==> src/rtl/fetch_pkg.sv <==
// Shared types and constants for the instruction-fetch stage.
package fetch_pkg;

    typedef enum logic [1:0] {
        FETCH = 2'd0,
        HOLD  = 2'd1,
        DRAIN = 2'd2
    } fetch_state_t;

    localparam logic [63:0] NOPINSTR       = '0;
    localparam int          PCPLUS8_OFFSET = 8;

endpackage

==> src/rtl/instruction_skid_buffer.sv <==
// One-entry holding slot for a fetched word that arrives while Decode is stalled.
module instruction_skid_buffer #(
    parameter int WIDTH            = 8,
    parameter int INSTRUCTIONWIDTH = 24
) (
    input  logic                        clock,
    input  logic                        reset,
    input  logic                        load,
    input  logic                        unload,
    input  logic                        clear,
    input  logic [INSTRUCTIONWIDTH-1:0] loadInstruction,
    input  logic [WIDTH-1:0]            loadPCPlus8,
    output logic [INSTRUCTIONWIDTH-1:0] skidInstruction,
    output logic [WIDTH-1:0]            skidPCPlus8,
    output logic                        full
);

    // Clear (branch squash) wins over load so a squashed word never lingers.
    always_ff @(posedge clock or negedge reset) begin
        if (!reset) begin
            full            <= 1'b0;
            skidInstruction <= '0;
            skidPCPlus8     <= '0;
        end else if (clear) begin
            full <= 1'b0;
        end else if (load) begin
            full            <= 1'b1;
            skidInstruction <= loadInstruction;
            skidPCPlus8     <= loadPCPlus8;
        end else if (unload) begin
            full <= 1'b0;
        end
    end

endmodule

==> src/rtl/fetch_stage.sv <==
// Fetch stage: owns the PC, runs the instruction-memory handshake and feeds Decode,
// absorbing back-pressure with a skid entry and squashing stale fetches on redirects.
module fetch_stage
    import fetch_pkg::*;
#(
    parameter int WIDTH            = 8,
    parameter int INSTRUCTIONWIDTH = 24,
    parameter int RESETPC          = 0,
    parameter int PCINC            = 4
) (
    input  logic                        clock,
    input  logic                        reset,
    input  logic                        stall,
    input  logic                        branchTaken,
    input  logic [WIDTH-1:0]            branchTarget,
    input  logic                        imemReady,
    input  logic [INSTRUCTIONWIDTH-1:0] imemData,
    output logic                        imemRequest,
    output logic [WIDTH-1:0]            imemAddress,
    output logic [INSTRUCTIONWIDTH-1:0] instruction,
    output logic [WIDTH-1:0]            PCPlus8,
    output logic                        instrValid
);

    fetch_state_t                  state, stateNext;
    logic [WIDTH-1:0]              pc, pcNext;
    logic [WIDTH-1:0]              drainAddress, drainAddressNext;
    logic                          requestEnable;
    logic [INSTRUCTIONWIDTH-1:0]   instructionNext;
    logic [WIDTH-1:0]              pcPlus8Next;
    logic                          instrValidNext;
    logic                          skidLoad, skidUnload, skidClear, skidFull;
    logic [INSTRUCTIONWIDTH-1:0]   skidInstruction;
    logic [WIDTH-1:0]              skidPCPlus8;
    logic                          slotFree, fetchDone;
    logic [WIDTH-1:0]              wordPCPlus8;

    // requestEnable keeps the request low for the first cycle after reset release.
    assign imemRequest = requestEnable && (state != HOLD);
    assign imemAddress = (state == DRAIN) ? drainAddress : pc;
    assign slotFree    = !instrValid || !stall;
    assign fetchDone   = imemRequest && imemReady;
    assign wordPCPlus8 = pc + WIDTH'(PCPLUS8_OFFSET);

    instruction_skid_buffer #(
        .WIDTH            (WIDTH),
        .INSTRUCTIONWIDTH (INSTRUCTIONWIDTH)
    ) skid (
        .clock           (clock),
        .reset           (reset),
        .load            (skidLoad),
        .unload          (skidUnload),
        .clear           (skidClear),
        .loadInstruction (imemData),
        .loadPCPlus8     (wordPCPlus8),
        .skidInstruction (skidInstruction),
        .skidPCPlus8     (skidPCPlus8),
        .full            (skidFull)
    );

    always_ff @(posedge clock or negedge reset) begin
        if (!reset) begin
            state         <= FETCH;
            pc            <= WIDTH'(RESETPC);
            drainAddress  <= '0;
            requestEnable <= 1'b0;
            instruction   <= NOPINSTR[INSTRUCTIONWIDTH-1:0];
            PCPlus8       <= '0;
            instrValid    <= 1'b0;
        end else begin
            state         <= stateNext;
            pc            <= pcNext;
            drainAddress  <= drainAddressNext;
            requestEnable <= 1'b1;
            instruction   <= instructionNext;
            PCPlus8       <= pcPlus8Next;
            instrValid    <= instrValidNext;
        end
    end

    always_comb begin
        stateNext        = state;
        pcNext           = pc;
        drainAddressNext = drainAddress;
        instructionNext  = instruction;
        pcPlus8Next      = PCPlus8;
        instrValidNext   = instrValid;
        skidLoad         = 1'b0;
        skidUnload       = 1'b0;
        skidClear        = 1'b0;

        if (branchTaken) begin
            pcNext          = branchTarget;
            instrValidNext  = 1'b0;
            instructionNext = NOPINSTR[INSTRUCTIONWIDTH-1:0];
            skidClear       = 1'b1;
            unique case (state)
                FETCH: begin
                    // An unanswered request must still be completed before redirecting.
                    if (imemRequest && !imemReady) begin
                        stateNext        = DRAIN;
                        drainAddressNext = pc;
                    end
                end
                HOLD:    stateNext = FETCH;
                DRAIN:   stateNext = imemReady ? FETCH : DRAIN;
                default: stateNext = FETCH;
            endcase
        end else begin
            unique case (state)
                FETCH: begin
                    if (fetchDone) begin
                        pcNext = pc + WIDTH'(PCINC);
                        if (slotFree) begin
                            instructionNext = imemData;
                            pcPlus8Next     = wordPCPlus8;
                            instrValidNext  = 1'b1;
                        end else begin
                            skidLoad  = 1'b1;
                            stateNext = HOLD;
                        end
                    end else if (instrValid && !stall) begin
                        instrValidNext = 1'b0;
                    end
                end
                HOLD: begin
                    if (!stall) begin
                        instructionNext = skidInstruction;
                        pcPlus8Next     = skidPCPlus8;
                        instrValidNext  = skidFull;
                        skidUnload      = 1'b1;
                        stateNext       = FETCH;
                    end
                end
                DRAIN: begin
                    if (instrValid && !stall) begin
                        instrValidNext = 1'b0;
                    end
                    if (imemReady) begin
                        stateNext = FETCH;
                    end
                end
                default: stateNext = FETCH;
            endcase
        end
    end

endmodule
==> config.mk <==
export PLATFORM = sky130hd
export DESIGN_NAME = fetch_stage
export DESIGN_NICKNAME = d
export VERILOG_FILES = /design/src/rtl/fetch_pkg.sv /design/src/rtl/instruction_skid_buffer.sv /design/src/rtl/fetch_stage.sv
export SDC_FILE = /design/constraint.sdc
export NUM_CORES = 1
export LEC_CHECK = 0
export BUFFER_PORTS_ARGS = -buffer_cell sky130_fd_sc_hd__buf_4
export CAP_MARGIN = 20
export CORE_UTILIZATION = 48
export DETAILED_ROUTE_END_ITERATION = 10
export PLACE_DENSITY_LB_ADDON = 0.05
export SETUP_SLACK_MARGIN = 0.5
export SLEW_MARGIN = 5
export SYNTH_ARGS = -nofsm -noshare
export SYNTH_HDL_FRONTEND = slang
export SYNTH_SLANG_ARGS = --single-unit
==> constraint.sdc <==
create_clock -name clock -period 2.05 [get_ports clock]
set_input_delay 0.205 -clock clock [delete_from_list [all_inputs] [get_ports clock]]
set_output_delay 0.205 -clock clock [all_outputs]
set_load 0.05 [all_outputs]
==> results of run 1 <==
stage by stage:
stage          cells  worst slack, ns  power [uW]  hold WS, ns
6_report         556            0.100        7670       0.0551
5_1_grt          556           0.0343        8040       0.0519
4_1_cts          545            0.151        7410       0.0535
2_1_floorplan    328            0.125        4540      -0.0906
3_5_place_dp     501            0.126        5300        0.218
3_3_place_gp     501            0.174        5240        0.218
registers in the layout, summed over array words and instances, names as in the netlist:
name                  cells
requestEnable             1
pc                        8
state                     2
skid.skidInstruction     24
drainAddress              8
skid.skidPCPlus8          8
PCPlus8                   8
skid.full                 1
instrValid                1
instruction              24
report_power, final:
group,switching (uW),internal [uW],total [uW]
sequential,350,2140,2490
clock,659,575,1230
combinational,2060,1890,3950
area by class of cell:
type | instances | area share
multi-input cells | 213 | 0.364
flip-flops and latches | 85 | 0.344
repair buffers | 131 | 0.234
well taps | 105 | 0.0212
clock buffers | 10 | 0.0206
clock inverters | 6 | 0.0115
inverters | 6 | 0.00485
how the worst max path moves through the flow:
stage | from | to | cells past startpoint
after floorplan | state[0]$_DFFE_PN0P_ | skid.skidInstruction[10]$_DFFE_PN0P_ | 9
after global placement | state[1]$_DFFE_PN0P_ | skid.skidInstruction[20]$_DFFE_PN0P_ | 6
after detailed placement | state[1]$_DFFE_PN0P_ | skid.skidPCPlus8[1]$_DFFE_PN0P_ | 6
after CTS | state[1]$_DFFE_PN0P_ | imemAddress[1] | 5
after global routing | state[0]$_DFFE_PN0P_ | skid.skidPCPlus8[1]$_DFFE_PN0P_ | 8
final | state[0]$_DFFE_PN0P_ | skid.skidPCPlus8[1]$_DFFE_PN0P_ | 8
cells in the final DEF (no fill, tap or decap), types with 2 or more instances in the layout:
cell	netlist	layout
xnor2_1	3	2
a211oi_2	0	24
buf_8	0	11
nand2b_1	4	3
buf_12	2	10
nand2_1	15	13
xor2_1	5	5
buf_4	0	87
ha_4	0	3
mux2_2	29	9
clkbuf_8	0	9
a221oi_2	0	2
a21oi_2	0	3
o21ai_1	0	8
inv_6	0	3
nor2_2	0	9
nor2_4	0	13
clkinvlp_4	0	2
buf_6	4	11
mux2_4	21	41
mux2i_1	31	31
o21ai_2	0	4
nand3_1	5	3
ha_1	5	2
clkbuf_16	0	2
o21ai_0	20	8
inv_1	5	3
buf_16	0	9
nor2_1	28	6
dfrtp_1	85	84
routing by layer:
layer	track usage	vias up
met4	0.0859	0
met2	0.414	74
met5	0	-
met1	0.322	1584
li1	-	1406
met3	0.0558	9
worst reg2reg max path, stage by stage, from the launching register on:
cell and delay [ns]:
dfrtp_2 0.46, inv_4 0.09, ha_4 0.15, and4b_1 0.21, nor3b_4 0.24, buf_6 0.15, buf_12 0.12, buf_12 0.13
mux2_4 0.30
kinds of logic (layout without fill, tap and decap cells):
logic type / Yosys count / count (layout) / share of synthesized area
AO/OA/AOI/OAI: 59 / 59 / 0.0970
XOR/XNOR: 8 / 8 / 0.0172
adder cells (fa/ha/maj): 5 / 5 / 0.0154
buffers and inverters: 30 / 153 / 0.0453
flip-flops: 85 / 85 / 0.523
multiplexers: 81 / 81 / 0.234
other: 1 / 1 / 0.000923
AND/OR/NAND/NOR: 59 / 59 / 0.0665
repair_timing:
item                                   in CTS  in global routing
setup endpoints to repair                  89                 91
hold buffers                                1                  0
resized for setup                         115                 36
pin swaps                                  10                 23
buffers inserted                           17                  9
cloned                                     10                  2
endpoints found under the hold margin      36                  0
==> key figures, run 1 <==
Outcome
  – Status: finished, final reports clean

Synthesis
  – Area contributors post-synth: dfrtp_1, mux2_2, mux2_4, mux2i_1, a211oi_1
  – Post-synth EDFFs: 0
  – Cell variety after synth: 38
  – FFs w/ async S/R, synth: 1.00
  – Synthesized area per cell: about 12 um^2
  – Synth Cell Area: 4060 um^2
  – Synth Register Bits: 85
  – Post-Synthesis Cells: 328
  – Top-area cell type share of the netlist area: 0.523
  – Count leader, synth: dfrtp_1
  – Sequential-to-total area share from yosys stat: 0.523
  – Ys Warns: 0
  – Area leader, netlist: dfrtp_1
  – Synth Flop Type: dfrtp_1
  – Post-synth top cells: dfrtp_1, mux2i_1, mux2_2, nor2_1, a211oi_1
  – Post-Syn Nets: between 300 and 400

Clocking
  – CTS tree: done
  – Clock sinks: 85
  – H-tree depth: 3
  – Clock latency on the worst-skew pair: about 0.36 ns
  – Max Root-Sink Buffers: 2
  – CTS Buf Count: 9
  – Reg clk slew, reported paths: 0.09 ns
  – Root buf cell: clkbuf_8

Finish
  – Ant diodes: 0
  – Fin nets: 488
  – Fin area: 6190 um^2
  – Fraction of layout cells with a size suffix above 1: 0.599
  – Synthesis-to-finish area growth: 52.4%
  – Register area: 2130 um^2
  – Multi-input gate area: between 2000 and 2500 um^2
  – Filler Cell Count: 517
  – Final core occ: 0.754

Pwr
  – Power Dens Cells: 1240 nW/um^2
  – Peak VDD IR: 567 uV
  – Lkg Pwr: 0.00276 uW

Routing
  – Post-DR vias/cell: 5.53
  – Wl on met1: approximately 4500 um
  – DR WL met3: approximately 450 um
  – Drt first pass iters: 4
  – Via count: 3073
  – Drc violations: 0
  – Routed Antenna Nets: 0
  – Routed wire per std cell: 18.8 um
  – DRT Wirelength: 10400 um
  – DR iter-0 viols: 103
  – DR top layer: met4
  – Met2 routed WL: around 5300 um

Min path
  – Hold Path Stages: 3
  – Hold Path Class: input pin to flip-flop
  – Hold EP: pc[5]$_DFFE_PN0P_
  – Critical hold path startpoint: branchTarget[5]

Worst setup path
  – CP dominant cell by count: buf_12
  – CP Class: flip-flop to flip-flop
  – Slowest CP cell: dfrtp_2
  – Worst setup SP type: flip-flop
  – Crit-path cells: inv_4 -> ha_4 -> and4b_1 -> nor3b_4 -> buf_6 -> buf_12 -> buf_12 -> mux2_4
  – CP required: 2.30 ns
  – CP arrival: 2.20 ns
  – Worst path bufs/invs: 4
  – Worst-path maximum fanout: 6
  – CP max stage delay: approximately 0.46 ns
  – Critical Path End Type: flip-flop
  – Worst reg2reg path depth: 8
  – Top Family by Delay on Critical Path: buffers and inverters
  – FF-to-FF End: skid.skidPCPlus8[1]$_DFFE_PN0P_
  – R2r startpoint: state[0]$_DFFE_PN0P_
  – Worst reg-to-reg setup slack: 0.10 ns

STA
  – Max-slew violations: 0
  – Fmax: 0.513 GHz
  – Final setup violation count: 0
  – Relative slew slack: 0.653
  – Period minus WS final: 1.95 ns
  – Final Hold Viols: 0
  – Fin Setup TNS: 0 ns
  – RSZ-0062 raised after global routing: true
  – Final Skew: 0.00691 ns
  – Fin crit share: 0.951
  – Worst slew pin tran: 0.520 ns

Global route
  – GRT Util Overall: 0.250
  – Initial antenna violation count: 0
  – First-pass GRT wire length: around 16000 um
  – Vias in the first global route: roughly 3200
  – Pin count of the biggest net entering global routing: 39
  – Global route overflow: 0

Floorplan
  – Core area: 8220 um^2
  – Initial Util: 0.495
  – DIE AREA: about 8800 um^2
  – Die Height: 94.0 um
  – FP Rows: 33
  – Die width: 94.0 um
  – Io pins: 79

Flow run
  – Maxcap violations: 0

Placed design
  – Port bufs: 78
  – Placed Instance Area: ~4900 um^2
  – Detail Placement HPWL: 5610 um
  – GPL Wtd Cong: 0.730
Note: power is estimated with default switching activity, not from simulation.
==> run 2, diff against run 1 <==
Settings changed: CAP_MARGIN 20 to not set, CORE_MARGIN set to 3.
==> run 2 against run 1 <==
Register-to-register slack lost 0.07 ns. Critical path depth is the same. Flip-flop and latch count did not move. Sequential power hardly changed. Utilization increased by 0.079 points. Hold slack got worse by 0.0051 ns.
==> key figures, run 2 (synthesized netlist as in run 1, its figures left out) <==
Placed design
  – DP Cell Count: 496 (was 501)
  – Detail Placement HPWL: 5720 um (was 5610 um)
  – Port bufs: 78 (unchanged)
  – GPL Wtd Cong: 0.789 (was 0.730)
  – Worst slack at placement: 0.113 ns (was 0.126 ns)

STA
  – Relative slew slack: 0.656 (was 0.653)
  – RSZ-0062 raised after global routing: true (unchanged)
  – Fin crit share: 0.987 (was 0.951)
  – Worst slew pin tran: 0.515 ns (was 0.520 ns)
  – Fmax: 0.494 GHz (was 0.513 GHz)
  – Max-slew violations: 0 (unchanged)
  – Final Hold Viols: 0 (unchanged)
  – Final setup violation count: 0 (unchanged)
  – Period minus WS final: 2.02 ns (was 1.95 ns)
  – Fin Setup TNS: 0 ns (unchanged)
  – Final Skew: 0.00618 ns (was 0.00691 ns)
  – Setup ws final: 0.0273 ns (was 0.100 ns)

Floorplan
  – Die width: 98.0 um (was 94.0 um)
  – Io pins: 79 (unchanged)
  – Core area: 7970 um^2 (was 8220 um^2)
  – Initial Util: 0.510 (was 0.495)
  – FP Rows: 32 (was 33)
  – DIE AREA: 9610 um^2 (was 8840 um^2)
  – Die Height: 98.0 um (was 94.0 um)

Finish
  – Fraction of layout cells with a size suffix above 1: 0.564 (was 0.599)
  – Synthesis-to-finish area growth: 48.0% (was 52.4%)
  – Commonest non-fill, non-tap cells in the layout: dfrtp_1, buf_4, mux2_4, mux2i_1, a211oi_2 (was buf_4, dfrtp_1, mux2_4, mux2i_1, a211oi_2)
  – Final core occ: 0.755 (was 0.754)
  – Commonest non-fill, non-tap cell in the layout: dfrtp_1 (was buf_4)
  – Biggest regs: instruction: 24 flops, skid.skidInstruction: 24 flops (unchanged)
  – Post-Layout Cell Count: 547 (was 556)
  – Ant diodes: 0 (unchanged)
  – Fin nets: 482 (was 488)
  – Filler Cell Count: 503 (was 517)

Routing
  – Wl on met1: 4840 um (was 4540 um)
  – DR WL met3: 449 um (was 454 um)
  – Drc violations: 0 (unchanged)
  – DR iter-0 viols: 110 (was 103)
  – DRT Wirelength: 10300 um (was 10400 um)
  – Via count: 2956 (was 3073)
  – DR top layer: met4 (unchanged)
  – Routed wire per std cell: 18.8 um (about the same)
  – Drt first pass iters: 4 (unchanged)
  – Post-DR vias/cell: 5.40 (was 5.53)
  – Routed Antenna Nets: 0 (unchanged)
  – Met2 routed WL: 4840 um (was 5310 um)

Worst setup path
  – FF-to-FF End: skid.skidPCPlus8[0]$_DFFE_PN0P_ (was skid.skidPCPlus8[1]$_DFFE_PN0P_)
  – CP arrival: 2.26 ns (was 2.20 ns)
  – CP Class: flip-flop to flip-flop (unchanged)
  – Critical path origin: state[0]$_DFFE_PN0P_ (unchanged)
  – CP endpoint: skid.skidPCPlus8[0]$_DFFE_PN0P_ (was skid.skidPCPlus8[1]$_DFFE_PN0P_)
  – R2r startpoint: state[0]$_DFFE_PN0P_ (unchanged)
  – Critical Path End Type: flip-flop (unchanged)
  – Worst reg-to-reg setup slack: 0.03 ns (was 0.10 ns)
  – Worst-path maximum fanout: 7 (was 6)
  – Worst reg2reg path depth: 8 (unchanged)
  – CP required: 2.29 ns (was 2.30 ns)
  – Worst setup SP type: flip-flop (unchanged)

Clocking
  – H-tree depth: 3 (unchanged)
  – Root buf cell: clkbuf_8 (unchanged)
  – Clock latency on the worst-skew pair: 0.36 ns (about the same)
  – CTS Buf Count: 9 (unchanged)
  – CTS tree: done (unchanged)
  – Clock sinks: 85 (unchanged)
  – Reg clk slew, reported paths: 0.09 ns (about the same)
  – Max Root-Sink Buffers: 2 (unchanged)

Global route
  – Initial antenna violation count: 0 (unchanged)
  – Global route overflow: 0 (unchanged)
  – Pin count of the biggest net entering global routing: 49 (was 39)
  – Vias in the first global route: 3189 (was 3231)
  – First-pass GRT wire length: 16600 um (was 16500 um)
  – GRT Util Overall: 0.215 (was 0.250)

Pwr
  – Lkg Pwr: 0.00270 uW (was 0.00276 uW)
  – Power Dens Cells: 1260 nW/um^2 (was 1240 nW/um^2)
  – Design Power: 7580 uW (was 7670 uW)
  – Peak VDD IR: 685 uV (was 567 uV)

Flow run
  – Maxcap violations: 0 (unchanged)

Outcome
  – Status: finished, final reports clean (unchanged)

Min path
  – Hold Path Class: input pin to flip-flop (unchanged)
==> run 2: cell types whose count changed in the layout (fill, tap and decap cells not counted), sizes merged <==
cell and delta:
buf -4, clkbuf +1, clkinvlp -1, inv -2
==> run 2: worst max-delay path, cell delays in order, from the launching register on <==
cell     delay [ns]
dfrtp_1        0.44
inv_2          0.13
ha_4           0.13
and4b_1        0.24
nor3b_4        0.25
buf_6          0.15
buf_12         0.12
buf_12         0.13
mux2_4         0.30
==> run 2: per-stage QoR <==
step / area, um^2 / hold slack, ns
2_1_floorplan: 4220 / -0.0906
3_3_place_gp: 4870 / 0.210
3_5_place_dp: 4870 / 0.212
4_1_cts: 5790 / 0.0395
5_1_grt: 6010 / 0.0502
6_report: 6010 / 0.0500
==> run 2: layer usage <==
| layer | up-vias | GRT usage |
|---|---|---|
| li1 | 1392 | - |
| met1 | 1483 | 0.301 |
| met2 | 69 | 0.337 |
| met3 | 12 | 0.0479 |
| met4 | 0 | 0.0628 |
| met5 | - | 0 |
==> run 2: layout make-up <==
class | count | area, um^2 | share of cell area
well taps | 102 | 128 | 0.0212
clock inverters | 3 | 42.5 | 0.00707
clock buffers | 13 | 169 | 0.0281
inverters | 6 | 27.5 | 0.00458
multi-input cells | 213 | 2210 | 0.368
repair buffers | 125 | 1310 | 0.218
flip-flops and latches | 85 | 2130 | 0.354
==> run 2: repair_timing <==
| item | 4_1_cts | 5_1_grt |
|---|---|---|
| resized for setup | 96 | 44 |
| endpoints found under the hold margin | 37 | 0 |
| pin swaps | 20 | 14 |
| hold buffers | 1 | 0 |
| gates cloned | 6 | 0 |
| setup endpoints to repair | 89 | 91 |
| setup buffers | 21 | 7 |
==> run 2: worst min-delay path by stage <==
| stage | endpoint | slack [ns] | start | depth (start not counted) |
|---|---|---|---|---|
| global placement | drainAddress[7]$_DFFE_PN0P_ | 0.21 | reset | 1 |
| CTS | pc[6]$_DFFE_PN0P_ | 0.04 | branchTarget[6] | 3 |
| detailed placement | drainAddress[7]$_DFFE_PN0P_ | 0.21 | reset | 1 |
| finish | pc[6]$_DFFE_PN0P_ | 0.05 | branchTarget[6] | 3 |
| floorplan | PCPlus8[0]$_DFFE_PN0P_ | -0.09 | reset | 0 |
| global route | pc[7]$_DFFE_PN0P_ | 0.05 | branchTarget[7] | 3 |
==> run 2: report_power, final <==
| group | switching, uW | internal [uW] | total [uW] | leakage [uW] |
|---|---|---|---|---|
| logic | 2000 | 1810 | 3820 | 0.00149 |
| registers | 366 | 2140 | 2510 | 0.00110 |
| clock network | 591 | 662 | 1250 | 0.000106 |
| total | 2960 | 4620 | 7580 | 0.00270 |
==> run 3, diff against run 2 <==
Settings changed: PLACE_DENSITY set to 0.78, PLACE_DENSITY_LB_ADDON 0.05 to not set.
==> run 3 against run 2 <==
Die area stayed put. Power decreased by 0.89%. Wire length grew 0.25%.
==> key figures, run 3 (synthesized netlist as in run 1, its figures left out) <==
Routing
  – Via count: 2957 (was 2956)
  – Drc violations: 0 (unchanged)
  – DR iter-0 viols: 186 (was 110)
  – Post-DR vias/cell: 5.53 (was 5.40)
  – Routed wire per std cell: 19.2 um (was 18.8 um)
  – Routed Antenna Nets: 0 (unchanged)
  – Drt first pass iters: 4 (unchanged)
  – DRT Wirelength: 10300 um (about the same)

Finish
  – Multi-input gate area: 2080 um^2 (was 2210 um^2)
  – Register area: 2130 um^2 (unchanged)
  – Commonest non-fill, non-tap cells in the layout: dfrtp_1, buf_4, mux2_4, mux2i_1, a211oi_2 (unchanged)
  – Filler Cell Count: 514 (was 503)
  – Fraction of layout cells with a size suffix above 1: 0.547 (was 0.564)
  – Fin nets: 470 (was 482)
  – Synthesis-to-finish area growth: 41.2% (was 48.0%)
  – Commonest non-fill, non-tap cell in the layout: dfrtp_1 (unchanged)
  – Ant diodes: 0 (unchanged)
  – Biggest regs: instruction: 24 flops, skid.skidInstruction: 24 flops (unchanged)

STA
  – Max-slew violations: 0 (unchanged)
  – Final Hold Viols: 0 (unchanged)
  – Setup ws final: 0.121 ns (was 0.0273 ns)
  – RSZ-0062 raised after global routing: true (unchanged)
  – Final setup violation count: 0 (unchanged)
  – Fin Setup TNS: 0 ns (unchanged)
  – Fin Hold WS: 0.0587 ns (was 0.0500 ns)
  – Relative slew slack: 0.607 (was 0.656)
  – Fin crit share: 0.941 (was 0.987)
  – Final Skew: 0.00597 ns (was 0.00618 ns)
  – Worst slew pin tran: 0.590 ns (was 0.515 ns)
  – Period minus WS final: 1.93 ns (was 2.02 ns)
  – Fmax: 0.518 GHz (was 0.494 GHz)

Floorplan
  – FP Rows: 32 (unchanged)
  – Io pins: 79 (unchanged)
  – DIE AREA: 9610 um^2 (unchanged)
  – Initial Util: 0.510 (unchanged)
  – Die width: 98.0 um (unchanged)
  – Die Height: 98.0 um (unchanged)
  – Core area: 7970 um^2 (unchanged)

Outcome
  – Status: finished, final reports clean (unchanged)

Worst setup path
  – CP Class: flip-flop to flip-flop (unchanged)
  – R2r startpoint: state[0]$_DFFE_PN0P_ (unchanged)
  – Critical path origin: state[0]$_DFFE_PN0P_ (unchanged)
  – Critical Path End Type: flip-flop (unchanged)
  – CP required: 2.31 ns (was 2.29 ns)
  – Worst reg2reg path depth: 8 (unchanged)
  – Worst reg-to-reg setup slack: 0.12 ns (was 0.03 ns)
  – Worst setup SP type: flip-flop (unchanged)
  – CP arrival: 2.19 ns (was 2.26 ns)
  – Worst-path maximum fanout: 8 (was 7)

Placed design
  – Detail Placement HPWL: 5920 um (was 5720 um)
  – GPL Wtd Cong: 0.849 (was 0.789)
  – Worst slack at placement: 0.129 ns (was 0.113 ns)
  – Port bufs: 78 (unchanged)

Min path
  – Hold Path Stages: 3 (unchanged)
  – Critical hold path startpoint: branchTarget[5] (was branchTarget[6])
  – Hold Path Class: input pin to flip-flop (unchanged)

Clocking
  – Reg clk slew, reported paths: 0.08 ns (was 0.09 ns)
  – CTS tree: done (unchanged)
  – Root buf cell: clkbuf_8 (unchanged)
  – Clock latency on the worst-skew pair: 0.35 ns (was 0.36 ns)
  – H-tree depth: 3 (unchanged)
  – Clock sinks: 85 (unchanged)
  – Max Root-Sink Buffers: 2 (unchanged)
  – CTS Buf Count: 9 (unchanged)

Global route
  – Pin count of the biggest net entering global routing: 44 (was 49)
  – Initial antenna violation count: 0 (unchanged)
  – Global route overflow: 0 (unchanged)
  – Vias in the first global route: 3062 (was 3189)
  – First-pass GRT wire length: 15800 um (was 16600 um)
  – GRT Util Overall: 0.208 (was 0.215)

Pwr
  – Design Power: 7510 uW (was 7580 uW)
  – Power Dens Cells: 1310 nW/um^2 (was 1260 nW/um^2)
  – Lkg Pwr: 0.00259 uW (was 0.00270 uW)
  – Peak VDD IR: 910 uV (was 685 uV)

Flow run
  – Maxcap violations: 0 (unchanged)
[run 3: cell count changes in the layout (fill, tap and decap cells not counted), moves of 3 or more]
cell | before | now
clkbuf_16 | 0 | 4
a21oi_1 | 0 | 3
mux2_4 | 42 | 34
mux2_2 | 8 | 16
buf_16 | 6 | 2
nor2_2 | 1 | 17
buf_12 | 9 | 4
buf_6 | 14 | 7
nor2_4 | 18 | 0
a21oi_2 | 4 | 1
[run 3: worst max-delay path: stages (launching register included)]
cell and delay [ns]:
dfrtp_1 0.41, inv_2 0.10, ha_1 0.16, buf_4 0.19, and3_4 0.22, a22o_4 0.28, clkbuf_16 0.20, nor2_2 0.04
a211oi_2 0.23
[run 3: final cells by class]
| class | count | area share |
|---|---|---|
| clock buffer | 11 | 0.0246 |
| clock inverter | 5 | 0.0185 |
| inverter | 6 | 0.00480 |
| multi-input combinational | 213 | 0.362 |
| sequential | 85 | 0.371 |
| tap | 102 | 0.0222 |
| timing repair buffer | 113 | 0.197 |
[run 3: stage by stage]
| stage | cells | instance area (um^2) | utilization |
|---|---|---|---|
| after global routing | 535 | 5740 | 0.720 |
| after floorplan | 328 | 4220 | - |
| after global placement | 496 | 4880 | 0.612 |
| after detailed placement | 496 | 4880 | 0.612 |
| after CTS | 528 | 5560 | 0.697 |
| final | 535 | 5740 | 0.720 |
[run 3: where the power goes]
group / internal, uW / leakage, uW / switching [uW] / total, uW
sequential: 2140 / 0.00110 / 333 / 2480
combinational: 1630 / 0.00136 / 1940 / 3570
clock: 848 / 0.000120 / 621 / 1470
[run 3: final timing paths]
path,end
max,instruction[19]$_DFFE_PN0P_
min,pc[5]$_DFFE_PN0P_
max reg2reg,instruction[19]$_DFFE_PN0P_
min reg2reg,drainAddress[3]$_DFFE_PN0P_
max in group asynchronous,skid.skidPCPlus8[7]$_DFFE_PN0P_
min in group asynchronous,pc[6]$_DFFE_PN0P_
[run 3: layer usage]
metal,global-route usage,vias to the layer above,part of all wire
li1,-,1368,-
met5,0,-,0
met2,0.356,83,0.53
met1,0.265,1493,0.41
met3,0.0521,13,0.040
met4,0.0511,0,0.016
[run 3: repair_timing]
item                       in CTS  in global routing
hold buffers                    1                  0
setup buffers                  12                  3
hold endpoints to repair       42                  0
setup endpoints to repair      87                 91
gates resized for setup        77                 18
cloned                          3                  4
pin swaps                       9                  7
